File: config.mk
export PLATFORM = sky130hd
export DESIGN_NAME = cs161_multicycle_control
export DESIGN_NICKNAME = d
export VERILOG_FILES = /design/src/rtl/cs161_multicycle_control.sv
export SDC_FILE = /design/constraint.sdc
export NUM_CORES = 1
export LEC_CHECK = 0
export CAP_MARGIN = 20
export CORE_ASPECT_RATIO = 0.7
export CORE_MARGIN = 1
export CORE_UTILIZATION = 51
export DETAILED_ROUTE_END_ITERATION = 10
export GPL_TIMING_DRIVEN = 1
export PLACE_DENSITY = 0.81
export SYNTH_ARGS = -nofsm -noshare
export SYNTH_HDL_FRONTEND = slang
export SYNTH_SLANG_ARGS = --single-unit
export TNS_END_PERCENT = 50
File: constraint.sdc
create_clock -name clk -period 4.1 [get_ports clk]
set_clock_uncertainty 0.05 [all_clocks]
set_input_delay 1.025 -clock clk [delete_from_list [all_inputs] [get_ports clk]]
set_output_delay 1.025 -clock clk [all_outputs]
set_load 0.02 [all_outputs]
File: src/rtl/cs161_multicycle_control.sv
// Moore-FSM multi-cycle control unit for the cs161 MIPS core, with memory timeout and retire counter.
// Define CS161_BNE_EN to add BNE (opcode 0x05) via the BRANCH state with branch_ne.
module cs161_multicycle_control #(
  parameter int unsigned TIMEOUT_CYCLES = 16,
  parameter int unsigned CNT_W          = 32
) (
  input  logic             clk,
  input  logic             rst,
  input  logic [5:0]       instr_op,
  input  logic             mem_ready,
  output logic             pc_write,
  output logic             pc_write_cond,
  output logic             branch_ne,
  output logic             i_or_d,
  output logic             mem_read,
  output logic             mem_write,
  output logic             ir_write,
  output logic             mem_to_reg,
  output logic             reg_dst,
  output logic             reg_write,
  output logic             alu_src_a,
  output logic [1:0]       alu_src_b,
  output logic [1:0]       alu_op,
  output logic [1:0]       pc_source,
  output logic [3:0]       state_dbg,
  output logic [1:0]       err,
  output logic [CNT_W-1:0] retired
);

  localparam int unsigned TW = (TIMEOUT_CYCLES < 2) ? 1 : $clog2(TIMEOUT_CYCLES + 1);

  localparam logic [5:0] OP_RTYPE = 6'h00;
  localparam logic [5:0] OP_J     = 6'h02;
  localparam logic [5:0] OP_BEQ   = 6'h04;
  localparam logic [5:0] OP_ADDI  = 6'h08;
  localparam logic [5:0] OP_LW    = 6'h23;
  localparam logic [5:0] OP_SW    = 6'h2B;
`ifdef CS161_BNE_EN
  localparam logic [5:0] OP_BNE   = 6'h05;
`endif

  localparam logic [1:0] ERR_NONE = 2'b00;
  localparam logic [1:0] ERR_ILL  = 2'b01;
  localparam logic [1:0] ERR_TMO  = 2'b10;

  typedef enum logic [3:0] {
    S_FETCH    = 4'd0,
    S_DECODE   = 4'd1,
    S_MEM_ADDR = 4'd2,
    S_MEM_RD   = 4'd3,
    S_MEM_WB   = 4'd4,
    S_MEM_WR   = 4'd5,
    S_R_EX     = 4'd6,
    S_R_WB     = 4'd7,
    S_BRANCH   = 4'd8,
    S_JUMP     = 4'd9,
    S_ADDI_EX  = 4'd10,
    S_ADDI_WB  = 4'd11,
    S_ERROR    = 4'd15
  } state_t;

  state_t           r_state;
  state_t           w_next;
  logic [1:0]       r_err;
  logic [1:0]       w_err_set;
  logic [TW-1:0]    r_tcnt;
  logic [CNT_W-1:0] r_retired;
  logic             w_wait;
  logic             w_tmo;
  logic             w_retire;
`ifdef CS161_BNE_EN
  logic [5:0]       r_op;
`endif

  // A wait cycle is a memory-facing state with no completion; the Nth one times out.
  assign w_wait   = ((r_state == S_FETCH) || (r_state == S_MEM_RD) || (r_state == S_MEM_WR))
                    && !mem_ready;
  assign w_tmo    = w_wait && (r_tcnt == TW'(TIMEOUT_CYCLES - 1));
  // Only completion states ever transition into FETCH, so any such entry retires.
  assign w_retire = (r_state != S_FETCH) && (w_next == S_FETCH);

  always_comb begin
    w_next    = r_state;
    w_err_set = ERR_NONE;
    case (r_state)
      S_FETCH: begin
        if (mem_ready) begin
          w_next = S_DECODE;
        end else if (w_tmo) begin
          w_next    = S_ERROR;
          w_err_set = ERR_TMO;
        end
      end
      S_DECODE: begin
        case (instr_op)
          OP_RTYPE:      w_next = S_R_EX;
          OP_LW, OP_SW:  w_next = S_MEM_ADDR;
          OP_BEQ:        w_next = S_BRANCH;
`ifdef CS161_BNE_EN
          OP_BNE:        w_next = S_BRANCH;
`endif
          OP_J:          w_next = S_JUMP;
          OP_ADDI:       w_next = S_ADDI_EX;
          default: begin
            w_next    = S_ERROR;
            w_err_set = ERR_ILL;
          end
        endcase
      end
      S_MEM_ADDR: begin
        if (instr_op == OP_LW) begin
          w_next = S_MEM_RD;
        end else if (instr_op == OP_SW) begin
          w_next = S_MEM_WR;
        end else begin
          w_next    = S_ERROR;
          w_err_set = ERR_ILL;
        end
      end
      S_MEM_RD: begin
        if (mem_ready) begin
          w_next = S_MEM_WB;
        end else if (w_tmo) begin
          w_next    = S_ERROR;
          w_err_set = ERR_TMO;
        end
      end
      S_MEM_WR: begin
        if (mem_ready) begin
          w_next = S_FETCH;
        end else if (w_tmo) begin
          w_next    = S_ERROR;
          w_err_set = ERR_TMO;
        end
      end
      S_MEM_WB:  w_next = S_FETCH;
      S_R_EX:    w_next = S_R_WB;
      S_R_WB:    w_next = S_FETCH;
      S_BRANCH:  w_next = S_FETCH;
      S_JUMP:    w_next = S_FETCH;
      S_ADDI_EX: w_next = S_ADDI_WB;
      S_ADDI_WB: w_next = S_FETCH;
      S_ERROR:   w_next = S_ERROR;
      default:   w_next = S_ERROR;
    endcase
  end

  always_ff @(posedge clk) begin
    if (rst) begin
      r_state   <= S_FETCH;
      r_err     <= ERR_NONE;
      r_tcnt    <= '0;
      r_retired <= '0;
`ifdef CS161_BNE_EN
      r_op      <= '0;
`endif
    end else begin
      r_state <= w_next;
      if ((r_err == ERR_NONE) && (w_err_set != ERR_NONE)) begin
        r_err <= w_err_set;
      end
      if (mem_ready || (w_next != r_state)) begin
        r_tcnt <= '0;
      end else if (w_wait) begin
        r_tcnt <= r_tcnt + TW'(1);
      end
      if (w_retire) begin
        r_retired <= r_retired + CNT_W'(1);
      end
`ifdef CS161_BNE_EN
      if (r_state == S_DECODE) begin
        r_op <= instr_op;
      end
`endif
    end
  end

  always_comb begin
    pc_write      = 1'b0;
    pc_write_cond = 1'b0;
    branch_ne     = 1'b0;
    i_or_d        = 1'b0;
    mem_read      = 1'b0;
    mem_write     = 1'b0;
    ir_write      = 1'b0;
    mem_to_reg    = 1'b0;
    reg_dst       = 1'b0;
    reg_write     = 1'b0;
    alu_src_a     = 1'b0;
    alu_src_b     = 2'b00;
    alu_op        = 2'b00;
    pc_source     = 2'b00;
    if (!rst) begin
      case (r_state)
        S_FETCH: begin
          mem_read  = 1'b1;
          alu_src_b = 2'b01;
          ir_write  = mem_ready;
          pc_write  = mem_ready;
        end
        S_DECODE: alu_src_b = 2'b11;
        S_MEM_ADDR, S_ADDI_EX: begin
          alu_src_a = 1'b1;
          alu_src_b = 2'b10;
        end
        S_MEM_RD: begin
          mem_read = 1'b1;
          i_or_d   = 1'b1;
        end
        S_MEM_WB: begin
          reg_write  = 1'b1;
          mem_to_reg = 1'b1;
        end
        S_MEM_WR: begin
          mem_write = 1'b1;
          i_or_d    = 1'b1;
        end
        S_R_EX: begin
          alu_src_a = 1'b1;
          alu_op    = 2'b10;
        end
        S_R_WB: begin
          reg_write = 1'b1;
          reg_dst   = 1'b1;
        end
        S_BRANCH: begin
          alu_src_a     = 1'b1;
          alu_op        = 2'b01;
          pc_write_cond = 1'b1;
          pc_source     = 2'b01;
`ifdef CS161_BNE_EN
          branch_ne     = (r_op == OP_BNE);
`endif
        end
        S_JUMP: begin
          pc_write  = 1'b1;
          pc_source = 2'b10;
        end
        S_ADDI_WB: reg_write = 1'b1;
        default: ;
      endcase
    end
  end

  assign state_dbg = rst ? 4'd0 : r_state;
  assign err       = r_err;
  assign retired   = r_retired;

endmodule

Yosys cells after proc, flatten, opt, wreduce, memory -nomap -nowiden --
Cells that the tools add are included.
Word-level totals: register bits after elaboration 43, bits of input ports 9, output and inout port bits 55, word-level logic and storage cells 89
Operators by class: add/sub/neg operators 2, equal/unequal tests 18, muxes and demuxes 41, reduce and logical (&&, ||, !) cells 24
Operators with widths (number):
- $add A32 B1 Y32 const B | 1
- $pmux W4 S8 | 1
- $mux W4 | 7
- $mux W1 | 22
- $pmux W4 S5 | 1
- $eq A4 B3 Y1 const B | 4
- $eq A4 B4 Y1 const B | 4
- $eq A6 B6 Y1 const B | 2
- $pmux W2 S3 | 2
- $mux W2 | 5
- $reduce_or A2 Y1 | 5
- $eq A4 B2 Y1 const B | 2
- $logic_not A4 Y1 | 2
- $pmux W2 S2 | 2
- $eq A6 B2 Y1 const B | 1
- $eq A6 B3 Y1 const B | 1
- $eq A6 B4 Y1 const B | 1
- $logic_not A6 Y1 | 1
- $reduce_or A3 Y1 | 2
- $reduce_or A6 Y1 | 1
- $add A5 B1 Y5 const B | 1
- $eq A5 B4 Y1 const B | 1
- $reduce_or A5 Y1 | 1
- $eq A4 B1 Y1 const B | 1
- 9 further kinds | 14

Logic depth before layout (Yosys ltp) --
depth in word-level cells 11, depth in mapped cells 11, mapped depth without buffers 9

Worst setup path before layout --
OpenSTA, ideal clock, no wires.
path kind input to output, start point input rst, end point output mem_to_reg, data arrival time 2.389 ns, data required time 3.025 ns, path slack 0.636 ns, stages 5, path buffers 2, path through clkbuf_1 -> buf_1 -> nor2_1 -> nand2_1 -> nor3_1
On the way: word-level cells in the longest chain between the ends 1
RTL lines:
- from (decl) | RTL line 8 | input logic rst,
- $mux W1 | RTL line 193 | if (!rst) begin
- to (decl) | RTL line 18 | output logic mem_to_reg,
No other way between the ends.

Worst setup path in the final report --
start point input mem_ready, end point output pc_write
On the way: word-level cells in the longest chain between the ends 2
RTL lines:
- from (decl) | RTL line 10 | input logic mem_ready,
- $pmux W1 S2 | RTL line 194 | case (r_state)
- $mux W1 | RTL line 193
- to (decl) | RTL line 11 | output logic pc_write,
No other way between the ends.

==> Flow_metrics.wiki <==
{| class="wikitable"
! Metric !! Value
|-
| Starting DRT DRC Count || ~260
|-
| Min-Delay Endpoint || retired[31]$_SDFFE_PP0P_
|-
| CTS tree || built
|-
| Post-CTS Setup Repair Bufs || 0
|-
| N_diodes || 0
|-
| Wire length of the first global-routing pass || 12300 um
|-
| Cell row count || 22
|-
| IO Pins || 64
|-
| CP required || about 3.0 ns
|-
| Endpoint of the lowest-slack register-to-register path || retired[7]$_SDFFE_PP0P_
|-
| Worst reg-to-reg path cell count || 10
|-
| Maximum level of the CTS H-tree || 2
|-
| Outcome || finished, final reports clean
|-
| Sequential element share of the synthesized area || 0.303
|-
| Non-Filler Instances || roughly 480
|-
| Drt first pass iters || 5
|-
| Worst-skew pair later-pin latency || 0.30 ns
|-
| Clk buf depth || 2
|-
| Buffer type at the clock tree root || sky130_fd_sc_hd__clkbuf_8
|-
| Clock transition time at the flip-flop clock pins of the worst setup and hold paths || 0.08 ns
|-
| Timing-limited maximum frequency || 270 MHz
|-
| Worst endpoint data arrival time || 2.63 ns
|-
| Net switching power of the design || a little under 900 uW
|-
| Tightest hold margin || 0.430 ns
|-
| Number of hold-repair buffers added at the cts stage || 0
|-
| Net count after synthesis || 368
|-
| Number of buffers inserted during clock tree synthesis || 5
|-
| Die footprint || 5880 um^2
|-
| Combined global-route utilization of all metal layers || 0.259
|-
| Crit-path max cell delay || 0.57 ns
|-
| Number of cells produced by synthesis || 356
|-
| Ordered list of cells on the worst path || clkdlybuf4s50_1 -> and3_1 -> or2_2 -> clkdlybuf4s50_1
|-
| RSZ-0062 raised after global routing || false
|-
| Setup Viol. Count Final || 0
|-
| Initial standard-cell utilization of the core || 0.535
|-
| Number of synthesized flops with an enable pin || 0
|-
| Crit path top cell by count || sky130_fd_sc_hd__clkdlybuf4s50_1
|-
| Max_slew headroom || 0.426
|-
| Sequential cell area || 861 um^2
|-
| Hold crit path type || flip-flop to flip-flop
|-
| Worst slew pin tran || between 0.8 and 0.9 ns
|-
| Antenna violations before repair || 0
|-
| Post-Syn Area per Cell || 7.98 um^2
|-
| Cell depth of the worst hold path || 2
|-
| Peak VDD IR || slightly below 0.4 mV
|-
| Post-layout net count || 416
|-
| Proportion of synthesized flip-flops having asynchronous set or reset || 0
|-
| Internal power || 1.02 mW
|-
| Total grt overflow || 0
|-
| Static leakage power || 1.19 nW
|-
| Overall power consumption || between 1.5 and 2 mW
|-
| Global placer's final weighted congestion || between 0.8 and 0.9
|-
| Maxcap violations || 0
|-
| Overall die width || 91.2 um
|-
| Total placed cells including tap cells || 469
|-
| Part of the power in registers || 0.283
|-
| Critical Path Sink Type || output port
|-
| Routed length per instance || 15.6 um
|-
| Start point of the worst min-delay path || retired[31]$_SDFFE_PP0P_
|-
| Net switching fraction of the power || 0.465
|-
| Post-detailed-routing wire length || 7420 um
|-
| Yosys reg bits || 43
|-
| Via-to-Cell Ratio || a little over 6
|-
| IO Port Bufs || 62
|-
| Post-detailed-placement half-perimeter wirelength || 5270 um
|-
| Number of sinks driven by the clock tree || 43
|-
| Cell type of the slowest stage on the worst timing path || sky130_fd_sc_hd__clkdlybuf4s50_1
|-
| Launching point of the worst reg2reg path || r_tcnt[0]$_SDFFE_PP0P_
|-
| Post-synth cell types || 61
|-
| DR vias || 2931
|-
| Synth Warn # || 0
|-
| Clk network pwr share || 0.174
|-
| Number of gates resized after CTS || 0
|-
| Synthesized area || 2840 um^2
|-
| Post-layout minimum cycle time || 3.71 ns
|-
| Number of slew-limit violations in the final report || 0
|-
| Vias in the first global route || 2606
|-
| Core footprint || 5310 um^2
|-
| Maximum number of pins on one net before global-route repair || 43
|-
| Setup TNS after final layout || 0 ns
|-
| Footprint of the multi-input gates || 1800 um^2
|-
| P per Cell Area || ~530 nW/um^2
|-
| Area added between synthesis and finish || 26.8%
|-
| Number of hold violations in the final report || 0
|-
| Primary flip-flop cell chosen by synthesis mapping || sky130_fd_sc_hd__dfxtp_1
|-
| Maximum fanout along the worst path || 9
|-
| Die span in y || roughly 64 um
|-
| Fraction of the cycle the final worst path needs || 0.904
|-
| Internal reg-to-reg setup slack || around 0.77 ns
|-
| ANT nets after route || 0
|-
| Fill cell count || 443
|-
| DRC errors left || 0
|-
| Path type of the worst setup path || input port to output port
|-
| Share of final-layout standard cells stronger than drive strength 1 || 0.0916
|-
| Logic pwr share || 0.543
|-
| Startpoint type of the worst setup path || input port
|}
worst max path at each step:
| stage | startpoint | endpoint | slack (ns) | cells after the start |
|---|---|---|---|---|
| 6_report | mem_ready | pc_write | 0.39 | 4 |
| 5_1_grt | mem_ready | pc_write | 0.33 | 4 |
| 4_1_cts | mem_ready | pc_write | 0.40 | 4 |
| 3_5_place_dp | mem_ready | retired[7]$_SDFFE_PP0P_ | 0.19 | 9 |
| 3_3_place_gp | mem_ready | retired[7]$_SDFFE_PP0P_ | 0.26 | 8 |
| 2_1_floorplan | rst | mem_to_reg | 0.64 | 5 |
flip-flops by register name, summed over array words and instances (netlist names):
| name | count |
|---|---|
| r_tcnt | 5 |
| err | 2 |
| r_state | 4 |
| retired | 32 |
Yosys cell counts (3+ instances only):
master / number / area share
sky130_fd_sc_hd__dfxtp_1: 43 / 0.30
sky130_fd_sc_hd__a21oi_1: 30 / 0.053
sky130_fd_sc_hd__nor2_1: 26 / 0.034
sky130_fd_sc_hd__o31ai_1: 24 / 0.063
sky130_fd_sc_hd__nand2_1: 23 / 0.030
sky130_fd_sc_hd__or4_1: 22 / 0.058
sky130_fd_sc_hd__nor3_1: 18 / 0.032
sky130_fd_sc_hd__and3_1: 14 / 0.031
sky130_fd_sc_hd__buf_2: 12 / 0.021
sky130_fd_sc_hd__inv_1: 11 / 0.015
sky130_fd_sc_hd__nand4_1: 10 / 0.022
sky130_fd_sc_hd__nor2b_1: 10 / 0.022
sky130_fd_sc_hd__clkbuf_1: 9 / 0.012
sky130_fd_sc_hd__nand3_1: 8 / 0.014
sky130_fd_sc_hd__o21ai_0: 8 / 0.014
sky130_fd_sc_hd__mux2_2: 6 / 0.024
sky130_fd_sc_hd__or3_1: 6 / 0.013
sky130_fd_sc_hd__buf_4: 5 / 0.013
sky130_fd_sc_hd__nor4_1: 5 / 0.011
sky130_fd_sc_hd__xor2_1: 5 / 0.015
sky130_fd_sc_hd__and2_1: 4 / 0.0088
sky130_fd_sc_hd__buf_1: 4 / 0.0053
sky130_fd_sc_hd__ha_1: 3 / 0.013
sky130_fd_sc_hd__nor4bb_1: 3 / 0.011
sky130_fd_sc_hd__xnor2_1: 3 / 0.0093
metal layers:
metal / up-vias / track usage / share of wire
li1: 1439 / - / -
met1: 1391 / 0.369 / 0.49
met2: 91 / 0.381 / 0.43
met3: 10 / 0.0728 / 0.071
met4: 0 / 0.0754 / 0.010
met5: - / 0 / 0
power by group through the flow:
stage	Clock, mW	Sequential, mW	Combinational (mW)
6_report	0.331	0.539	1.03
5_1_grt	0.346	0.549	1.12
4_1_cts	0.335	0.536	1.02
3_5_place_dp	0	0.544	1.01
3_3_place_gp	0	0.543	0.995
2_1_floorplan	0	0.481	0.755
through the flow:
stage          setup WS (ns)  cell area (um^2)   util
6_report               0.392              3600  0.678
5_1_grt                0.330              3600  0.678
4_1_cts                0.396              3600  0.678
3_5_place_dp           0.189              3500  0.659
3_3_place_gp           0.256              3500  0.659
2_1_floorplan          0.636              2840      -
cell type report:
| class | instances | share of cell area |
|---|---|---|
| clock buffers | 6 | 0.0201 |
| flip-flops and latches | 43 | 0.239 |
| well taps | 72 | 0.0250 |
| clock inverters | 1 | 0.00834 |
| multi-input cells | 271 | 0.501 |
| repair buffers | 72 | 0.195 |
| inverters | 11 | 0.0115 |
layout by cell type, fill, tap and decap left out, types with 6 or more instances in the layout:
master and instances:
sky130_fd_sc_hd__nand3_1 8, sky130_fd_sc_hd__o31ai_1 24, sky130_fd_sc_hd__o21ai_0 8, sky130_fd_sc_hd__nor2b_1 10
sky130_fd_sc_hd__inv_1 11, sky130_fd_sc_hd__or3_1 6, sky130_fd_sc_hd__a21oi_1 30, sky130_fd_sc_hd__nand4_1 10
sky130_fd_sc_hd__nand2_1 23, sky130_fd_sc_hd__and3_1 14, sky130_fd_sc_hd__mux2_2 6, sky130_fd_sc_hd__or4_1 22
sky130_fd_sc_hd__nor3_1 18, sky130_fd_sc_hd__dfxtp_1 43, sky130_fd_sc_hd__clkdlybuf4s50_1 61, sky130_fd_sc_hd__nor2_1 26
sky130_fd_sc_hd__buf_4 9
critical path, delay by kind of cell:
kind | cells | cell delay [ns]
buffers and inverters | 2 | 1.11
AND/OR/NAND/NOR | 2 | 0.50
cell families (layout without fill, tap and decap cells):
kind of cell	Yosys count	in the layout	share of synthesized area
compound gates	87	87	0.220
xor+xnor	8	8	0.0247
fa+ha+maj	4	4	0.0167
buf+inv	42	90	0.0678
flops	43	43	0.303
mux	7	7	0.0273
other cells	1	1	0.00132
simple gates	164	164	0.339
(Power assumes the default switching activity.)
